**src/rtl/rtds_pkg.sv**
```systemverilog
// ---------------------------------------------------------------------------
// rtds_pkg
// Shared definitions for the RTDS frame receiver.
//   AXIS_W     : width of one AXI-Stream beat / frame word
//   CNT_W      : width of the frame and error counters
//   rx_state_t : receive FSM states
// ---------------------------------------------------------------------------
package rtds_pkg;

    localparam int AXIS_W = 32;
    localparam int CNT_W  = 16;

    typedef enum logic [1:0] {
        S_IDLE = 2'd0,
        S_RECV = 2'd1,
        S_DROP = 2'd2
    } rx_state_t;

endpackage

```
**src/rtl/rtds_watchdog.sv**
```systemverilog
// ---------------------------------------------------------------------------
// rtds_watchdog
// Link watchdog: counts user_clk cycles since the last committed frame and
// saturates at TIMEOUT. stale is high when no frame has ever been committed
// since reset, or once the count has reached TIMEOUT.
// Ports:
//   user_clk    : clock
//   sys_reset_n : asynchronous active-low reset
//   clr         : a frame is being committed this cycle; restart the count
//   stale       : link considered stale
// ---------------------------------------------------------------------------
module rtds_watchdog #(
    parameter int TIMEOUT = 1024
) (
    input  logic user_clk,
    input  logic sys_reset_n,
    input  logic clr,
    output logic stale
);

    localparam int CW = $clog2(TIMEOUT + 1);

    logic [CW-1:0] cnt;
    logic          armed;

    always_ff @(posedge user_clk or negedge sys_reset_n) begin
        if (!sys_reset_n) begin
            cnt   <= '0;
            armed <= 1'b0;
        end else if (clr) begin
            cnt   <= '0;
            armed <= 1'b1;
        end else if (cnt != CW'(TIMEOUT)) begin
            cnt <= cnt + CW'(1);
        end
    end

    // Until the first commit there is no live link to speak of, so stay stale.
    assign stale = ~armed | (cnt == CW'(TIMEOUT));

endmodule

```
**src/rtl/rtds_frame_rx.sv**
```systemverilog
// ---------------------------------------------------------------------------
// rtds_frame_rx
// AXI-Stream sink for RTDS frames coming out of the augmented Aurora core.
// Words of a frame are collected in a staging buffer; a frame of acceptable
// length is copied atomically to frame_data one cycle after its tlast beat.
// Over-long frames and frames of the wrong length are rejected and counted.
// Ports:
//   user_clk, sys_reset_n       : clock, asynchronous active-low reset
//   s_axis_tvalid/tdata/tlast   : incoming stream
//   s_axis_tready               : always 1 out of reset (no back-pressure)
//   frame_data, frame_len       : last committed frame, word i at [32i+31:32i]
//   frame_valid                 : one-cycle pulse when frame_data updates
//   frame_count                 : committed frames (wrapping)
//   err_count                   : rejected frames (saturating)
//   err_overflow, err_length    : sticky error flags
//   err_clear                   : clears sticky flags and err_count
//   link_stale                  : no frame committed for TIMEOUT cycles
// ---------------------------------------------------------------------------
module rtds_frame_rx
    import rtds_pkg::*;
#(
    parameter int MAX_WORDS = 8,
    parameter int EXP_WORDS = 2,
    parameter int TIMEOUT   = 1024
) (
    input  logic                             user_clk,
    input  logic                             sys_reset_n,
    input  logic                             s_axis_tvalid,
    input  logic [AXIS_W-1:0]                s_axis_tdata,
    input  logic                             s_axis_tlast,
    output logic                             s_axis_tready,
    output logic [AXIS_W*MAX_WORDS-1:0]      frame_data,
    output logic [$clog2(MAX_WORDS+1)-1:0]   frame_len,
    output logic                             frame_valid,
    output logic [CNT_W-1:0]                 frame_count,
    output logic [CNT_W-1:0]                 err_count,
    output logic                             err_overflow,
    output logic                             err_length,
    input  logic                             err_clear,
    output logic                             link_stale
);

    localparam int LEN_W = $clog2(MAX_WORDS + 1);

    rx_state_t         state, state_nxt;
    logic [LEN_W-1:0]  wr_idx, wr_idx_nxt, cur_len;
    logic [AXIS_W-1:0] stg [MAX_WORDS];
    logic              beat, stg_we, commit, len_err, ovf_set, drop_err, err_now;

    assign s_axis_tready = sys_reset_n;
    assign beat          = s_axis_tvalid & s_axis_tready;
    assign cur_len       = wr_idx + LEN_W'(1);
    assign err_now       = len_err | drop_err;

    // In S_IDLE wr_idx is always 0, so idle and receive share one branch.
    always_comb begin
        state_nxt  = state;
        wr_idx_nxt = wr_idx;
        stg_we     = 1'b0;
        commit     = 1'b0;
        len_err    = 1'b0;
        ovf_set    = 1'b0;
        drop_err   = 1'b0;
        if (beat) begin
            case (state)
                S_IDLE, S_RECV: begin
                    if (int'(wr_idx) == MAX_WORDS) begin
                        // Buffer already full: this word makes the frame too long.
                        ovf_set = 1'b1;
                        if (s_axis_tlast) begin
                            drop_err   = 1'b1;
                            state_nxt  = S_IDLE;
                            wr_idx_nxt = '0;
                        end else begin
                            state_nxt = S_DROP;
                        end
                    end else if (s_axis_tlast) begin
                        if (EXP_WORDS != 0 && int'(cur_len) != EXP_WORDS) begin
                            len_err = 1'b1;
                        end else begin
                            commit = 1'b1;
                        end
                        state_nxt  = S_IDLE;
                        wr_idx_nxt = '0;
                    end else begin
                        stg_we     = 1'b1;
                        wr_idx_nxt = cur_len;
                        state_nxt  = S_RECV;
                    end
                end
                S_DROP: begin
                    if (s_axis_tlast) begin
                        drop_err   = 1'b1;
                        state_nxt  = S_IDLE;
                        wr_idx_nxt = '0;
                    end
                end
                default: begin
                    state_nxt  = S_IDLE;
                    wr_idx_nxt = '0;
                end
            endcase
        end
    end

    always_ff @(posedge user_clk or negedge sys_reset_n) begin
        if (!sys_reset_n) begin
            state  <= S_IDLE;
            wr_idx <= '0;
            for (int i = 0; i < MAX_WORDS; i++) begin
                stg[i] <= '0;
            end
        end else begin
            state  <= state_nxt;
            wr_idx <= wr_idx_nxt;
            for (int i = 0; i < MAX_WORDS; i++) begin
                if (stg_we && int'(wr_idx) == i) begin
                    stg[i] <= s_axis_tdata;
                end
            end
        end
    end

    // The tlast word bypasses staging and goes straight into the output bank,
    // so a frame starting on the very next beat can reuse staging safely.
    always_ff @(posedge user_clk or negedge sys_reset_n) begin
        if (!sys_reset_n) begin
            frame_data  <= '0;
            frame_len   <= '0;
            frame_valid <= 1'b0;
            frame_count <= '0;
        end else begin
            frame_valid <= commit;
            if (commit) begin
                for (int i = 0; i < MAX_WORDS; i++) begin
                    frame_data[AXIS_W*i +: AXIS_W] <= (int'(wr_idx) == i) ? s_axis_tdata : stg[i];
                end
                frame_len   <= cur_len;
                frame_count <= frame_count + CNT_W'(1);
            end
        end
    end

    // A new error in the same cycle as err_clear survives the clear.
    always_ff @(posedge user_clk or negedge sys_reset_n) begin
        if (!sys_reset_n) begin
            err_count    <= '0;
            err_overflow <= 1'b0;
            err_length   <= 1'b0;
        end else if (err_clear) begin
            err_count    <= err_now ? CNT_W'(1) : '0;
            err_overflow <= ovf_set;
            err_length   <= len_err;
        end else begin
            if (err_now && err_count != '1) begin
                err_count <= err_count + CNT_W'(1);
            end
            err_overflow <= err_overflow | ovf_set;
            err_length   <= err_length | len_err;
        end
    end

    rtds_watchdog #(
        .TIMEOUT (TIMEOUT)
    ) u_wdog (
        .user_clk    (user_clk),
        .sys_reset_n (sys_reset_n),
        .clr         (commit),
        .stale       (link_stale)
    );

endmodule

```
**config.mk**
```make
export PLATFORM = sky130hd
export DESIGN_NAME = rtds_frame_rx
export DESIGN_NICKNAME = d
export VERILOG_FILES = /design/src/rtl/rtds_pkg.sv /design/src/rtl/rtds_watchdog.sv /design/src/rtl/rtds_frame_rx.sv
export SDC_FILE = /design/constraint.sdc
export NUM_CORES = 1
export LEC_CHECK = 0
export BUFFER_PORTS_ARGS = -buffer_cell sky130_fd_sc_hd__buf_4
export CAP_MARGIN = 20
export CORE_UTILIZATION = 50
export DETAILED_ROUTE_END_ITERATION = 10
export GPL_ROUTABILITY_DRIVEN = 0
export GPL_TIMING_DRIVEN = 0
export PLACE_DENSITY = 0.68
export SYNTH_ARGS = -nofsm -noshare
export SYNTH_HDL_FRONTEND = slang
export SYNTH_SLANG_ARGS = --single-unit
```
**constraint.sdc**
```tcl
create_clock -name user_clk -period 3.6 [get_ports user_clk]
set_clock_uncertainty 0.1 [all_clocks]
set_input_delay 0.36 -clock user_clk [delete_from_list [all_inputs] [get_ports user_clk]]
set_output_delay 0.36 -clock user_clk [all_outputs]
set_load 0.01 [all_outputs]
```
==> metrics list, run 1 <==
* Commonest non-fill, non-tap cell in the layout: dfrtp_1
- Post-route ant nets: 0
- For this configuration, the core starts out at a cell density of 0.507.
- Summing over every cut layer, the via total after detailed routing is 17400.
- Arrival time of data at the critical path endpoint: between 3 and 4 ns
* Top area cells in the synthesized netlist: dfrtp_1 (59%), mux2_2 (12%), mux2i_1 (11%)
* Clock-pin slew on the worst setup and hold paths: about 0.060 ns
- Measured in cells, the most critical reg-to-reg path has a length of 8.
- The wire-length estimate of the detail-placed layout is 49200 um.
- Nets: between 2000 and 2500
* Vias per inst: roughly 5.6
- Required time of the worst setup path: 4.02 ns
- Final Cycle Share: 0.942
- The worst hold path passes through 3 cells.
- For this block, the initial DRC count from the detailed router was between 1500 and 2000.
- In this run the critical register-to-register path is captured at frame_data[204]$_DFFE_PN0P_.
- VDD sags by at most about 440 uV.
* Number of top-level pins: approximately 330
- Library cell occupying the most area in the post-synthesis netlist: dfrtp_1
- Dividing the detail-routed wire length by the instance count gives ~23 um.
* Outcome: complete, no violations
* Worst Max-Slew Pin Slew: 1.09 ns
* Element type at the critical path start: input port
* Grt total ovfl: 0
- CTS buffer count: 59
- Reg-to-reg critical path startpoint: wr_idx[0]$_DFFE_PN0P_
- Hold Crit Start: s_axis_tdata[27]
- Slew HR: 0.273
- Ratio of total power to cell area: ~650 nW/um^2
* Largest net degree at the start of global routing: about 130
- The floorplan has 80 rows.
* Antenna cell count: 0
* Maximum clock rate: about 300 MHz
- Across all hold checks on the routed design, the worst slack comes to roughly 0.028 ns.
- For this block, the routed nets add up to ~71000 um of wire.
* Reg2Reg Setup Slack: around 0.27 ns
- Number of I/O port buffers: between 300 and 400
- Critical path launch point: sys_reset_n
* Category of the critical setup timing path: input port to flop
- From synthesis to final layout, the design area changed by 23.0%.
- Predominant post-synthesis flop cell: dfrtp_1
- Of the synthesized area, sequential elements account for 0.587.
- Final Slew Violations: 0
- Max_cap viols: 0
- Measured along the y axis, the die boundary spans around 220 um.
* PnR Total Power: around 19 mW
* Die Area: between 40000 and 50000 sq um
- Library cell used as clock root buffer: clkbuf_16
- The finished cells cover between 20000 and 30000 sq um.
- Leaving out fill and tap cells, the most frequent cells in the layout are dfrtp_1 (569), buf_4 (335), nand2_1 (288).
* Post-CTS Repair Setup Buffers: 0
- Clock Latency Late Sink: ~0.62 ns
- The path class of the tightest hold or removal check is input port to flop.
* Final hold viol count: 0
- The floorplan step defined a core boundary enclosing 47800 sq um.
* H-tree depth: 2
- Synthesized cell area: 24300 sq um
* Clock Tree Buf Depth: 3
- Antenna violations before repair: 0
* Type of element capturing the critical path: flop
- #FFs+latches synth: between 500 and 600
* Number of synthesized flops with an enable pin: 0
* Global-route usage over all layers: 0.287
- 1st-pass router iterations: 5
- The floorplan step set the die width to 222 um.
- Yosys top cell area share: 0.587
* Leakage power: roughly 15 nW
* Placed standard-cell area: between 20000 and 30000 sq um
- Critical path peak fanout: 100
- CTS tree: yes
- Final critical path time including I/O delays and setup: about 3.4 ns
- In the final layout, the share of cells above drive strength 1 is 0.317.
- Setup repair after global routing left no endpoint under its margin.
* Syn nets: ~2000
- Per-instance average area after synthesis: around 12 sq um
- For this run, the number of Yosys warnings is 0.
- Setup violations remaining at the end of the flow were counted as 0.
* DRC Markers: 0
* Hold path endpoint: frame_data[91]$_DFFE_PN0P_
- Vias in the first global route: 17500
- The first global-routing pass estimated between 100000 and 150000 um of wire.
- Counting every sink on the clock net gives 569.
- Synthesis produced ~2000 cells.
* Distinct cell type count of the synthesized netlist: 57
- Share of synthesized flip-flops with an asynchronous set or reset: 1.00
## layout make-up
cell class                 instances  area, sq um
inverter                          12         45.0
tap                              615          769
multi-input combinational       1263         9240
sequential                       569        14200
clock buffer                      89         1740
timing repair buffer             358         2850
fill                            3910        18000
clock inverter                    15          224
buffer                           158          753
## state kept, by name (all words and copies together) (netlist names)
register / flops
frame_data: 256
stg: 256
err_count: 16
frame_count: 16
u_wdog.cnt: 11
frame_len: 4
wr_idx: 4
state: 2
err_length: 1
err_overflow: 1
frame_valid: 1
u_wdog.armed: 1
## power by group
part / switching [mW] / total (mW) / internal (mW) / leakage [nW]
Clock: 2.55 / 6.22 / 3.67 / 0.958
Combinational: 2.31 / 4.48 / 2.17 / 6.62
Sequential: 0.885 / 8.56 / 7.67 / 7.74
## cell families (layout without fill, tap and decap cells)
group	Yosys count	count (layout)	synth area share
flip-flops	569	569	0.587
multiplexers	512	512	0.224
AND/OR/NAND/NOR	411	411	0.0768
AO/OA/AOI/OAI	308	308	0.0669
buffers and inverters	170	632	0.0325
XOR/XNOR	24	24	0.00866
adder cells (fa/ha/maj)	8	8	0.00412
## synth_stat cells, types with 2 or more instances
cell type,instances
buf_1,7
o21ai_0,269
inv_1,11
o31a_1,2
mux2_2,254
a21o_1,2
o21a_1,2
a22o_1,2
nor4_1,9
or4_1,6
nand4_1,13
buf_6,7
mux2_1,2
buf_2,70
o31ai_1,4
or2_2,2
nand3_1,22
clkbuf_1,71
xor2_1,11
and2_1,7
dfrtp_1,569
buf_4,3
xnor2_1,13
ha_1,8
mux2i_1,256
and4_1,3
and3_1,3
nor3_2,3
or3_1,7
a31oi_1,2
nand2_1,288
nand2b_1,5
nor2_1,25
a21oi_1,17
nor2b_1,5
## routing by layer
layer	GRT usage	vias up	wire length, um
met2	0.455	551	33300
li1	-	7774	-
met4	0.0954	0	2060
met1	0.398	8942	31400
met5	0	-	0
met3	0.0534	95	4180
## worst max-delay path by stage
stage	endpoint	slack, ns
2_1_floorplan	frame_count[3]$_DFFE_PN0P_	1.34
3_3_place_gp	stg[152]$_DFFE_PN0P_	-5.47
4_1_cts	frame_data[121]$_DFFE_PN0P_	0.19
6_report	frame_data[150]$_DFFE_PN0P_	0.21
3_5_place_dp	frame_data[121]$_DFFE_PN0P_	-0.24
5_1_grt	frame_data[72]$_DFFE_PN0P_	0.01
## worst max-delay path, stage by stage
cell             delay (ns)
dlygate4sd3_1          0.57
buf_8                  0.16
buf_16                 0.36
and2_1                 0.31
nand4b_4               0.15
or3b_1                 0.46
clkdlybuf4s15_1        0.61
clkbuf_1               0.44
o21ai_0                0.32
## metrics by stage
stage / worst slack [ns] / TNS [ns] / util / cells
3_3_place_gp: -5.47 / -4973.99 / 0.576 / 2950
5_1_grt: 0.0128 / 0 / 0.624 / 3079
3_5_place_dp: -0.238 / -23.90 / 0.578 / 2954
2_1_floorplan: 1.34 / 0 / - / 2002
6_report: 0.210 / 0 / 0.624 / 3079
4_1_cts: 0.186 / 0 / 0.624 / 3078
## timing repair
| item | CTS | global route |
|---|---|---|
| hold buffers | 20 | 0 |
| setup endpoints to repair | 0 | 12 |
| resized for setup | 0 | 6 |
| endpoints found under the hold margin | 131 | 0 |
No activity file was read; power rests on OpenSTA's default activity.
==> run 2, diff against run 1 <==
Settings changed: CTS_BUF_LIST set to sky130_fd_sc_hd__clkbuf_8.
==> run 2 against run 1 <==
Net effect:
- worst hold slack better by 0.046 ns
- routed wire length up 0.42%
- register-to-register slack worse by 0.02 ns
- largest power group unchanged
- highest routed layer unchanged
==> metrics list, run 2 (synthesized netlist as in run 1, its figures left out) <==
- The flow ran to the end, and the final reports show no timing, DRC or antenna violations.
* DRC Markers: 0 (unchanged)
- The total die area is 49400 sq um (unchanged).
- TritonCTS built the clock tree.
* Half-perimeter wire length after detailed placement: 49200 um (unchanged)
* Arrival time of data at the critical path endpoint: 3.74 ns (-0.07 ns)
- The count of routing violations after the opening detailed-route iteration came to 1513 (-6.8%).
* Critical path peak fanout: 10 (-90%)
- The power density of the placed cells came to 618 nW/um^2 (-4.2%).
- The worst-skew pair later-pin latency came to 0.68 ns (+0.06 ns).
- IR Drop Worst-Case VDD: 411 uV (-7.0%)
* Die outline height: 222 um (unchanged)
* Category of the critical setup timing path: flop to flop
- The I/O pin count was 334 (unchanged).
- Final Slew Violations: 0 (unchanged)
- The overall global routing resource usage came to 0.288 (+0.00142).
- RSZ-0062 raised after global routing: false
* Antenna cell count: 0 (unchanged)
- The post-layout utilization of the core came to 0.623 (-0.00139).
- The number of search-and-repair iterations in the first detailed-routing pass was 5 (unchanged).
* Leakage power: 15.4 nW (+0.80%)
- Element type at the critical path start: flop
* Internal portion of total power: 12.6 mW (-6.5%)
* Portion of total power attributed to combinational logic: 0.245 (+0.012)
- Fraction of final layout cells with drive strength greater than 1: 0.322 (+0.00572)
* Clock Tree Buf Depth: 3 (unchanged)
- Setup WS post-layout: 0.247 ns (+0.0374 ns)
- Via Count: 17600 (+1.5%)
- Number of I/O port buffers: 333 (unchanged)
- The non-filler instance count after layout was 3147 (+2.2%).
- The worst slew margin relative to its limit was 0.268 (-0.00541).
* Final Cycle Share: 0.931 (-0.0104)
- Clock-pin slew on the worst setup and hold paths: 0.06 ns (about the same)
- Commonest non-fill, non-tap cell in the layout: dfrtp_1
- Clock tree sinks: 569 (unchanged)
* Post-CTS Repair Setup Buffers: 0 (unchanged)
- The count of fill cells added during filler insertion is 3922 (+0.31%).
* Pre-CTS setup slack: -0.238 ns (unchanged)
* H-tree depth: 3 (+1)
- Vias in the first global route: 17700 (+1.1%)
* Die Width: 222 um (unchanged)
* Maximum clock rate: 298 MHz (+1.1%)
- The mean number of vias per cell was 5.60 (-0.65%).
* Starting utilization of the core area: 0.507 (unchanged)
* Area growth from synthesis to layout: 22.8%
- Placed cells: 2954 (unchanged)
* Final critical path time including I/O delays and setup: 3.35 ns (-0.0374 ns)
- The min-delay analysis places its worst path in the category input port to flop.
- Required time of the worst setup path: 3.99 ns (-0.03 ns)
- The relative contribution of sequential cells to total power is 0.465 (+0.021).
* Power dissipated by switching net loads: 5.77 mW (+0.48%)
* Switching power share of the total: 0.313 (+0.0153)
- First-pass GRT wire length: 107000 um (+0.25%)
- Antenna violations before repair: 0 (unchanged)
* Post-route ant nets: 0 (unchanged)
- Leading registers by flop count: frame_data x256, stg x256
- The total CTS buffers is 92 (+56%).
* Most used cells in the layout excluding fill and tap cells: dfrtp_1 (569), buf_4 (335), nand2_1 (288)
* Grt total ovfl: 0 (unchanged)
- Final hold viol count: 0 (unchanged)
- The maximum number of pins on one net before global-route repair was 128 (unchanged).
* Area used by multi-input combinational logic: 9240 sq um (unchanged)
- FF/Latch Area: 14200 sq um (unchanged)
- Total length of routed wires: 71200 um (+0.42%)
- The worst-margin pin slew is 1.10 ns (+0.00812 ns).
- Routed wirelength normalized by instance count: 22.6 um (-1.8%)
* Core Region: 47800 sq um (unchanged)
* Type of element capturing the critical path: flop
* Nets: 2516 (+2.0%)
* Setup Viol. Count Final: 0 (unchanged)
- Max_cap viols: 0 (unchanged)
- Total number of placement rows: 80 (unchanged)
- Clk pwr share: 0.290 (-0.033)
- Clock tree synthesis selected as its root buffer the cell clkbuf_8.
-- run 2: worst paths after layout --
| path | cells after the start | slack [ns] | from | endpoint |
|---|---|---|---|---|
| max | 8 | 0.25 | wr_idx[0]$_DFFE_PN0P_ | frame_data[204]$_DFFE_PN0P_ |
| min | 3 | 0.07 | s_axis_tvalid | err_overflow$_DFF_PN0_ |
| max reg2reg | 8 | 0.25 | wr_idx[0]$_DFFE_PN0P_ | frame_data[204]$_DFFE_PN0P_ |
| min reg2reg | 1 | 0.37 | u_wdog.armed$_DFFE_PN0P_ | u_wdog.armed$_DFFE_PN0P_ |
| max in group asynchronous | 4 | 2.03 | sys_reset_n | frame_data[49]$_DFFE_PN0P_ |
| min in group asynchronous | 3 | 0.25 | sys_reset_n | err_count[1]$_DFFE_PN0P_ |
-- run 2: per-layer routing --
metal | up-vias | share of wire | GRT usage
met4 | 0 | 0.028 | 0.0941
met1 | 9096 | 0.45 | 0.397
li1 | 7910 | - | -
met2 | 507 | 0.47 | 0.452
met3 | 117 | 0.057 | 0.0668
met5 | - | 0 | 0
-- run 2: critical path, cell delays in order (launching register included) --
cell and delay [ns]:
dfrtp_1 0.51, ha_1 0.19, clkbuf_1 0.37, nor3_1 0.09
a41oi_1 0.19, or3b_1 0.23, clkdlybuf4s15_1 0.69, clkbuf_1 0.56
o21ai_0 0.23
-- run 2: power by group through the flow --
stage / Combinational [mW] / Sequential (mW) / Clock (mW)
CTS: 4.53 / 8.53 / 5.45
global placement: 4.34 / 8.59 / 0
finish: 4.51 / 8.56 / 5.35
floorplan: 2.35 / 8.61 / 0
global route: 4.91 / 8.68 / 5.69
detailed placement: 4.47 / 8.64 / 0
-- run 2: cell type report --
type / instances / area share
flip-flops and latches: 569 / 0.478
clock buffers: 111 / 0.0513
clock inverters: 44 / 0.00672
plain buffers: 158 / 0.0253
well taps: 615 / 0.0258
repair buffers: 375 / 0.101
inverters: 12 / 0.00151
multi-input cells: 1263 / 0.310
-- run 2: repair_timing --
action | 4_1_cts | 5_1_grt
hold buffers | 37 | 0
endpoints found under the setup margin | 0 | 10
hold endpoints to repair | 290 | 0
gates resized for setup | 0 | 7
-- run 2: metrics by stage --
stage | area (sq um) | power [mW] | setup TNS [ns] | hold slack [ns]
floorplan | 24300 | 11.0 | 0 | -0.0356
global placement | 27500 | 12.9 | -4973.99 | 0.350
detailed placement | 27700 | 13.1 | -23.90 | 0.352
global route | 29800 | 19.3 | 0 | 0.0655
CTS | 29800 | 18.5 | 0 | 0.00507
finish | 29800 | 18.4 | 0 | 0.0737
==> run 3, diff against run 2 <==
Settings changed: CORE_UTILIZATION 50 to 64, PLACE_DENSITY 0.68 to 0.85.
==> run 3 against run 2 <==
Net effect:
- the run now ends with hold timing left
- count of clock-buffer cells in the layout unchanged
- routed wire length increased by 1.4%
- final area increased by 0.35%
- sequential share of layout area decreased by 0.17 points
- die area decreased by 22%
- critical path type unchanged
- largest power group unchanged
==> metrics list, run 3 (synthesized netlist as in run 1, its figures left out) <==
- Most frequent cell on the critical path: clkbuf_1
- Antenna cell count: 0 (unchanged)
* Vias per inst: 6.04 (+7.8%)
- The worst-skew pair later-pin latency came to 0.66 ns (-0.02 ns).
* Type of element capturing the critical path: flop
- The minimum period implied by the final worst setup slack is 3.38 ns (+0.0225 ns).
- The share of power burned in the clock network came to 0.285 (-0.005).
- Library cell used as clock root buffer: clkbuf_8
- The final global-route overflow total was 0 (unchanged).
- The min-delay analysis places its worst path in the category input port to async pin.
- Leading registers by flop count: frame_data x256, stg x256
* Antenna violations before repair: 0 (unchanged)
- On the critical path the largest part of the delay comes from buffers and inverters.
- Leaving out fill and tap cells, the most frequent cell in the layout is dfrtp_1.
- Die Width: 197 um (-12%)
- CTS buffer count: 90 (-2.2%)
- The count of fill cells added during filler insertion is 2179 (-44%).
- The number of pins with negative max-slew slack in the final report was 0 (unchanged).
* Portion of total power attributed to combinational logic: 0.252 (+0.007)
- The post-layout total power came to 18.5 mW (+0.38%).
* Failing checks: hold timing
- The maximum number of pins on one net before global-route repair was 132 (+3.1%).
- Ratio of total power to cell area: 618 nW/um^2 (about the same)
- Maximum clock rate: 296 MHz (-0.67%)
- Number of top-level pins: 334 (unchanged)
* Clock Tree Buf Depth: 3 (unchanged)
- Leakage power: 15.6 nW (+0.85%)
* Number of I/O port buffers: 333 (unchanged)
- Die Area: 38700 sq um (-22%)
- The detailed placer's ending HPWL came to 47600 um (-3.3%).
- DRC Markers: 0 (unchanged)
* Critical path peak fanout: 10 (unchanged)
- The final total negative setup slack came to 0 ns (unchanged).
- Final Cycle Share: 0.938 (+0.00625)
* Clock-pin slew on the worst setup and hold paths: 0.06 ns (about the same)
- The detailed-route wire length was 72200 um (+1.4%).
- Critical Path Max Stage Delay: 0.68 ns (about the same)
* Cell breakdown of the critical path: ha_1 > clkbuf_1 > nor3_1 > a41oi_1 > or3b_1 > clkbuf_1 > clkbuf_1 > o21ai_0
- Fraction of final layout cells with drive strength greater than 1: 0.321 (-0.00165)
* Vias in the first global route: 18900 (+7.0%)
- The combined buffer and inverter count along the critical path was 3 (unchanged).
* Outcome: finished with violations
* Utilization after layout: 0.809 (+0.186)
* Power dissipated by switching net loads: 5.82 mW (+0.76%)
- RSZ-0062 raised after global routing: false
* Most used cells in the layout excluding fill and tap cells: dfrtp_1 (569), buf_4 (335), nand2_1 (288)
- Setup Viol. Count Final: 0 (unchanged)
* Fraction of power consumed by sequential logic: 0.463 (-0.002)
- Placed cells: 2844 (-3.7%)
* Clock tree sinks: 569 (unchanged)
- The arrival time at the worst endpoint came to 3.76 ns (+0.02 ns).
- The number of rows created at floorplan is 70 (-13%).
- CTS tree: yes
- The number of search-and-repair iterations in the first detailed-routing pass came to 6 (+1).
- Hold slack final: -0.00796 ns (-0.0817 ns)
- Post-CTS Repair Setup Buffers: 0 (unchanged)
- Element type at the critical path start: flop
- Nets: 2524 (+0.32%)
* Category of the critical setup timing path: flop to flop
- Final hold viol count: 5 (+5)
- The worst slew margin relative to its limit was 0.201 (-0.0666).
* Count of non-filler cells in the finished layout: 3049 (-3.1%)
- Die outline height: 197 um (-12%)
- Global-route usage over all layers: 0.377 (+0.0884)
- IR Drop Worst-Case VDD: 517 uV (+26%)
- H-tree depth: 3 (unchanged)
- The area of the core region was 37000 sq um (-23%).
- The average routed wire per standard cell came to 23.7 um (+4.6%).
* Worst Max-Slew Pin Slew: 1.20 ns (+0.0999 ns)
- The switching power share of the total came to 0.315 (+0.00118).
- The effective utilization at floorplan was 0.657 (+0.149).
- The count of maximum capacitance violations was 0 (unchanged).
- The remaining number of nets flagged by the antenna check after routing was 0 (unchanged).
- The area growth from synthesis to layout is 23.2%.
- The total via count after detailed routing was 18400 (+4.4%).
* Iteration-0 DRC Markers: 1483 (-2.0%)
* Internal portion of total power: 12.7 mW (+0.21%)
- On the critical path, the stage with the largest delay is an instance of clkbuf_1.
- The wire length of the first global-routing pass is 109000 um (+1.3%).
- Required time of the worst setup path: 3.99 ns (about the same)
==> run 3: final timing paths <==
path | startpoint | to | slack [ns] | cells after the start
setup / recovery | wr_idx[0]$_DFFE_PN0P_ | frame_data[64]$_DFFE_PN0P_ | 0.22 | 8
hold / removal | sys_reset_n | stg[190]$_DFFE_PN0P_ | -0.008 | 5
setup reg to reg | wr_idx[0]$_DFFE_PN0P_ | frame_data[64]$_DFFE_PN0P_ | 0.22 | 8
hold reg to reg | frame_data[102]$_DFFE_PN0P_ | frame_data[102]$_DFFE_PN0P_ | 0.38 | 2
max in group asynchronous | sys_reset_n | frame_data[121]$_DFFE_PN0P_ | 2.50 | 7
min in group user_clk | s_axis_tdata[30] | frame_data[62]$_DFFE_PN0P_ | 0.02 | 3
==> run 3: power by group through the flow <==
| stage | registers, mW | clock network, mW | logic [mW] |
|---|---|---|---|
| 2_1_floorplan | 8.61 | 0 | 2.35 |
| 3_3_place_gp | 8.53 | 0 | 4.28 |
| 3_5_place_dp | 8.60 | 0 | 4.48 |
| 4_1_cts | 8.50 | 5.28 | 4.59 |
| 5_1_grt | 8.65 | 5.55 | 5.00 |
| 6_report | 8.56 | 5.27 | 4.66 |
==> run 3: worst register-to-register path: cells and delay by family (launching register included) <==
kind | cells | cell delay (ns)
fa+ha+maj | 1 | 0.20
simple gates | 2 | 0.31
flops | 1 | 0.51
compound gates | 2 | 0.41
buf+inv | 3 | 1.69
==> run 3: layout make-up <==
| class | instances | area, sq um | share of cell area |
|---|---|---|---|
| buffer | 158 | 744 | 0.0249 |
| clock buffer | 111 | 1530 | 0.0511 |
| clock inverter | 47 | 193 | 0.00644 |
| inverter | 12 | 45.0 | 0.00151 |
| multi-input combinational | 1263 | 9240 | 0.309 |
| sequential | 569 | 14200 | 0.476 |
| tap | 504 | 631 | 0.0211 |
| timing repair buffer | 385 | 3280 | 0.110 |
==> run 3: through the flow <==
stage,instance area [sq um],worst slack (ns)
6_report,29900,0.225
5_1_grt,29900,0.0821
4_1_cts,29900,0.333
3_5_place_dp,27500,-0.845
3_3_place_gp,27400,-5.23
2_1_floorplan,24300,1.34
==> run 3: repair_timing <==
action | CTS | global route
endpoints found under the setup margin | 177 | 0
resized for setup | 1 | 0
hold buffers | 45 | 0
hold endpoints to repair | 284 | 0
==> run 3: routing by layer <==
layer / routed length [um] / up-vias / GRT usage
met3: 6270 / 202 / 0.0939
li1: - / 7926 / -
met2: 34500 / 934 / 0.604
met4: 3280 / 0 / 0.181
met5: 0 / - / 0
met1: 28100 / 9351 / 0.484
